### src/rtl/bus_fifo.sv
// First-word-fall-through valid/ready buffer between a master and a slave.
// Tracks occupancy, almost-full status and a count of words delivered to the slave.
module bus_fifo #(
  parameter int unsigned DATA_W   = 24,
  parameter int unsigned DEPTH    = 4,
  parameter int unsigned AF_LEVEL = 3,
  parameter int unsigned CNT_W    = 16
) (
  input  logic                     clk,
  input  logic                     RSTn,
  input  logic [DATA_W-1:0]        master_data,
  input  logic                     master_valid,
  output logic                     bus_ready,
  output logic [DATA_W-1:0]        bus_data,
  output logic                     bus_valid,
  input  logic                     slave_ready,
  output logic [$clog2(DEPTH):0]   level,
  output logic                     almost_full,
  output logic [CNT_W-1:0]         xfer_cnt
);

  localparam int unsigned PtrW = $clog2(DEPTH);
  localparam int unsigned LvlW = PtrW + 1;

  logic [DATA_W-1:0] mem_q [DEPTH];
  logic [PtrW-1:0]   wr_ptr_q, wr_ptr_d;
  logic [PtrW-1:0]   rd_ptr_q, rd_ptr_d;
  logic [LvlW-1:0]   level_q, level_d;
  logic [CNT_W-1:0]  xfer_cnt_q, xfer_cnt_d;
  logic              push, pop;

  // Backpressure comes only from registered occupancy, never from slave_ready.
  assign bus_ready   = (level_q < LvlW'(DEPTH));
  assign bus_valid   = (level_q != '0);
  assign bus_data    = bus_valid ? mem_q[rd_ptr_q] : '0;
  assign almost_full = (level_q >= LvlW'(AF_LEVEL));
  assign level       = level_q;
  assign xfer_cnt    = xfer_cnt_q;

  assign push = master_valid && bus_ready;
  assign pop  = bus_valid && slave_ready;

  always_comb begin
    wr_ptr_d   = wr_ptr_q;
    rd_ptr_d   = rd_ptr_q;
    xfer_cnt_d = xfer_cnt_q;
    level_d    = level_q;
    if (push) begin
      wr_ptr_d = wr_ptr_q + PtrW'(1);
    end
    if (pop) begin
      rd_ptr_d   = rd_ptr_q + PtrW'(1);
      xfer_cnt_d = xfer_cnt_q + CNT_W'(1);
    end
    case ({push, pop})
      2'b10:   level_d = level_q + LvlW'(1);
      2'b01:   level_d = level_q - LvlW'(1);
      default: level_d = level_q;
    endcase
  end

  always_ff @(posedge clk or negedge RSTn) begin
    if (!RSTn) begin
      wr_ptr_q   <= '0;
      rd_ptr_q   <= '0;
      level_q    <= '0;
      xfer_cnt_q <= '0;
    end else begin
      wr_ptr_q   <= wr_ptr_d;
      rd_ptr_q   <= rd_ptr_d;
      level_q    <= level_d;
      xfer_cnt_q <= xfer_cnt_d;
    end
  end

  // Storage needs no reset; bus_data is masked to zero while empty.
  always_ff @(posedge clk) begin
    if (push) begin
      mem_q[wr_ptr_q] <= master_data;
    end
  end

endmodule

### config.mk
export PLATFORM = sky130hd
export DESIGN_NAME = bus_fifo
export DESIGN_NICKNAME = d
export VERILOG_FILES = /design/src/rtl/bus_fifo.sv
export SDC_FILE = /design/constraint.sdc
export NUM_CORES = 1
export LEC_CHECK = 0
export ABC_AREA = 0
export CORE_ASPECT_RATIO = 0.6
export CORE_MARGIN = 2
export CORE_UTILIZATION = 35
export CTS_BUF_LIST = sky130_fd_sc_hd__clkbuf_8
export CTS_CLUSTER_SIZE = 20
export DETAILED_ROUTE_END_ITERATION = 7
export GPL_TIMING_DRIVEN = 0
export PLACE_DENSITY = 0.56
export SLEW_MARGIN = 30
export SYNTH_ARGS = -nofsm -noshare
export SYNTH_HDL_FRONTEND = slang
export SYNTH_SLANG_ARGS = --single-unit
### constraint.sdc
create_clock -name clk -period 3.3 [get_ports clk]
set_input_delay 0.66 -clock clk [delete_from_list [all_inputs] [get_ports clk]]
set_output_delay 0.66 -clock clk [all_outputs]
set_load 0.1 [all_outputs]
==> Word-level counts from Yosys, hierarchy flattened <==
Memory sizes are Yosys's and may differ from the RTL's.
Cells that the tools add are included.
{ "totals": {"out_inout_bits": 46, "register_bits": 23, "ram_bits": 96, "mem_count": 1, "input_bits": 28, "elab_cells": 22} }
{ "mem_list": {"columns": ["memory", "words", "width", "rd", "rd_clocked_by_memory_dff", "write_ports", "line", "text"], "rows": [
  ["mem_q", 4, 24, 1, 0, 1, "25", "logic [DATA_W-1:0] mem_q [DEPTH];"]
]} }
{ "op_classes": {"n_eq_ne": 2, "magnitude_cmp": 2, "muxes": 4, "reduce_logical": 4, "add_sub_neg": 5} }
{ "ops": {"columns": ["cell", "count"], "rows": [
  ["2-to-1 mux 24 bit", 1],
  ["adder 16 x 1 -> 16 bit (second input constant)", 1],
  ["one-hot mux 3 bit (2 select lines)", 1],
  ["adder 2 x 1 -> 2 bit (second input constant)", 2],
  ["adder 3 x 1 -> 3 bit (second input constant)", 1],
  [">= comparator 3 x 2 -> 1 bit (second input constant)", 1],
  ["less-than comparator 3 bit (second input constant)", 1],
  ["nonzero test 3 bit", 1],
  ["subtractor 3 x 1 -> 3 bit (second input constant)", 1],
  ["equality test 2 x 1 -> 1 bit (second input constant)", 1],
  ["equality test 2 bit (second input constant)", 1],
  ["logical AND 1 bit", 2],
  ["2-to-1 mux 1 bit", 2],
  ["nonzero test 2 bit", 1]
]} }

==> Longest topological paths before layout <==
{ "logic_depth": {"depth_word": 4, "depth_mapped": 10, "depth_no_buf": 9} }

==> Least setup slack after synthesis <==
OpenSTA, ideal clock, no wires.
{ "synth_timing": {"path_kind": "flip-flop to output port", "from": "register level_q[0] (netlist: level[0])", "to": "output port almost_full", "path_stages_with_launch": 3, "arrival_ns": 3.327, "path_slack_ns": -0.687, "required_ns": 2.640, "path_cell_list": "dfrtp_1 -> inv_1 -> o21ai_0"} }
{ "synth_via": {"elab_chain_len": 1} }
{ "synth_lines": {"columns": ["element", "line", "text"], "rows": [
  ["start, declared", "28", "logic [LvlW-1:0] level_q, level_d;"],
  ["start signal, assigned", "71", "level_q <= level_d;"],
  [">= comparator 3 x 2 -> 1 bit", "36", "assign almost_full = (level_q >= LvlW'(AF_LEVEL));"],
  ["end, declared", "18", "output logic almost_full,"]
]} }
No other way between the ends.

==> Final worst setup path <==
{ "layout_timing": {"from": "register level_q[0] (netlist: level[0])", "to": "output port bus_data[23]"} }
{ "layout_via": {"elab_chain_len": 2} }
{ "layout_lines": {"columns": ["element", "line", "text"], "rows": [
  ["nonzero test 3 bit", "34", "assign bus_valid = (level_q != '0);"],
  ["2-to-1 mux 24 bit", "35", "assign bus_data = bus_valid ? mem_q[rd_ptr_q] : '0;"],
  ["end, declared", "14", "output logic [DATA_W-1:0] bus_data,"]
]} }
No other way between the ends.

==> run summary <==
========================================================================================
Largest net degree at the start of global routing                                     25
IO Pins                                                                               74
Hold Crit Class                                                             input port to asynchronous set/reset pin
Antenna Cells                                                                          0
Run status                                                                     completed
Worst Skew                                                                    0.00865 ns
Number of rows in the core area                                                       32
Sequential area share after synthesis                                              73.1%
Commonest cells after routing, fill and taps aside                          sky130_fd_sc_hd__edfxtp_1 (96), sky130_fd_sc_hd__clkdlybuf4s50_1 (47), sky130_fd_sc_hd__mux4_2 (24)
Routed wirelength normalized by instance count                                   16.9 um
Core area                                                                     13000 um^2
Clock root buffer                                                           sky130_fd_sc_hd__clkbuf_8
Total of fill cells in the finished design                                          1130
Unique masters post-synth                                                             25
Dominant cell type by area after synthesis                                  sky130_fd_sc_hd__edfxtp_1
Crit Path Category                                                          register to output pin
Global-route usage over all layers                                                 13.6%
Starting density of the core                                                       36.3%
Final Routed Wirelength                                                          8.96 mm
Endpoints failing hold                                                                 0
DR pass1 iterations                                                                    5
Maximum fanout count along the critical path                                           8
Rel. slew slack                                                                    34.6%
Number of setup buffers added after CTS                                                0
Antenna violations before repair                                                       0
# DRC                                                                                  0
Gate Count Post-Synth                                                                255
Final RePlAce weighted congestion                                                  0.725
DR vias/cell                                                                        4.60
Vertical extent of the die                                                       94.0 um
Final standard cell utilization of the core                                        46.8%
Instance count after placement with tap cells included                               498
Die X-Extent                                                                      154 um
Slew @ Worst Pin                                                                0.977 ns
Leftover overflow at the end of global routing                                         0
Fraction of layout instances using a drive strength above 1                        28.3%
Share of the clock period used by the worst path after layout                      95.8%
Element type at the critical path end                                         output pin
Number of clock sinks seen by CTS                                                    119
Via total after detailed routing                                                    2436
Maximum level of the CTS H-tree                                                        4
Clock tree from TritonCTS                                                            yes
Initial DRC count                                                                    141
Number of maximum-capacitance constraint violations                                    0
Die ar.                                                                       14500 um^2
Via count of the first global-routing pass                                          2600
Total half-perimeter wirelength after legalization and detailed placement        5.83 mm
Final cell count without fillers                                                     530
Layout overhead on the synthesized area                                            28.6%
Setup repair after global routing missed its margin                                   no
Area of the mapped netlist                                                     4730 um^2
Global-route wire length before repair                                           14.2 mm
Top area cells in the synthesized netlist                                   sky130_fd_sc_hd__edfxtp_1 (61%), sky130_fd_sc_hd__dfrtp_1 (12%), sky130_fd_sc_hd__mux4_2 (11%)
Commonest non-fill, non-tap cell in the layout                              sky130_fd_sc_hd__edfxtp_1
ANT nets after route                                                                   0
Data required time at the worst endpoint                                         2.64 ns
Count of final max-slew check failures                                                 0
Warning count from the yosys run                                                       0
Highest clock rate                                                               316 MHz
Finish-stage setup viols                                                               0
Hold buffer count at CTS                                                               0
Minimum period implied by the final worst setup slack                            3.16 ns
Post-synthesis area per instance                                               18.5 um^2
Source-to-sink clock delay at the later pin of the worst-skew pair               0.43 ns
Number of synthesized register bits                                                  119
Maximum clock path buffer count                                                        2
Buffers on Ports                                                                      73
Data arrival time of the critical path                                           2.50 ns
Number of clock buffers inserted by TritonCTS                                         17
Worst Setup Start Kind                                                          register
Clock slew seen by the registers of the worst setup and hold paths               0.08 ns
Share of the synthesized area in the top cell type                                 61.0%
Layout net count                                                                     382
Total nets after synthesis                                                           290
========================================================================================
## flip-flops by register name, indices dropped and copies added, names as in the netlist
signal and count:
level 3, xfer_cnt 16, mem_q 96, wr_ptr_q 2, rd_ptr_q 2
## cell usage after synthesis, drive strengths merged
cell	instances
and2	28
and3	2
buf	4
clkbuf	6
dfrtp	23
edfxtp	96
fa	1
ha	6
inv	8
mux2i	1
mux4	24
nand2	14
nand3	1
nand4	5
nor2	7
nor2b	1
nor3	1
o21ai	2
o311ai	1
or3	2
or4	1
xnor2	15
xor2	6
## final timing paths
path	startpoint	end	slack, ns	depth (start not counted)
hold reg to reg	xfer_cnt[15]$_DFFE_PN0P_	xfer_cnt[15]$_DFFE_PN0P_	0.47	1
setup reg to reg	level[0]$_DFFE_PN0P_	level[2]$_DFFE_PN0P_	0.89	10
max in group asynchronous	RSTn	xfer_cnt[7]$_DFFE_PN0P_	2.73	1
hold / removal	RSTn	xfer_cnt[13]$_DFFE_PN0P_	0.20	1
min in group clk	xfer_cnt[15]$_DFFE_PN0P_	xfer_cnt[15]$_DFFE_PN0P_	0.47	1
setup / recovery	level[0]$_DFFE_PN0P_	bus_data[23]	0.14	4
## cell families after synthesis
group	Yosys count	synth area share, %
xor gates and xnor gates	21	3.89
and+or+nand+nor	62	7.25
AOI/OAI and AO/OA	3	0.556
adders and majority gates	7	2.01
muxes	25	11.6
buffers and inverters	18	1.53
DFF	119	73.1
## cell type report
type                       count  area [um^2]  share of cell area [%]
clock inverter                15          168                    2.76
inverter                       8         30.0                   0.494
multi-input combinational    118         1220                    20.0
sequential                   119         3460                    56.8
timing repair buffer          73          709                    11.7
clock buffer                  17          234                    3.85
tap                          170          213                    3.50
buffer                        10         52.6                   0.864
## metrics by stage
step                      setup TNS [ns]  setup slack, ns  hold slack [ns]  cell area (um^2)
after global placement             -1.29          -0.0992            0.456              5690
after CTS                              0          0.00369            0.203              6110
after detailed placement           -1.32           -0.104            0.457              5690
after global routing                   0          0.00268            0.229              6080
after floorplan                        0            0.126            0.364              4750
final                                  0            0.137            0.204              6080
## what timing repair did
action                                  CTS  global route
endpoints found under the setup margin   25            15
resized for setup                        68            15
hold endpoints to repair                  0             0
## critical path, stage by stage (launching register included)
cell and delay [ns]:
sky130_fd_sc_hd__dfrtp_1 0.45, sky130_fd_sc_hd__or3_1 0.14, sky130_fd_sc_hd__clkbuf_1 0.36, sky130_fd_sc_hd__and2_1 0.25
sky130_fd_sc_hd__dlygate4sd2_1 0.87
## per-layer routing
metal  track usage [%]  vias to the layer above  wire length [um]
li1                  -                     1145                 -
met1              18.4                     1222              4410
met5                 0                        -                 0
met2              20.0                       57              3990
met4              5.61                        0               125
met3              5.03                       12               434
Power is not shown: default switching activity piles up to over one toggle a cycle in this logic, so the estimate is an artifact.
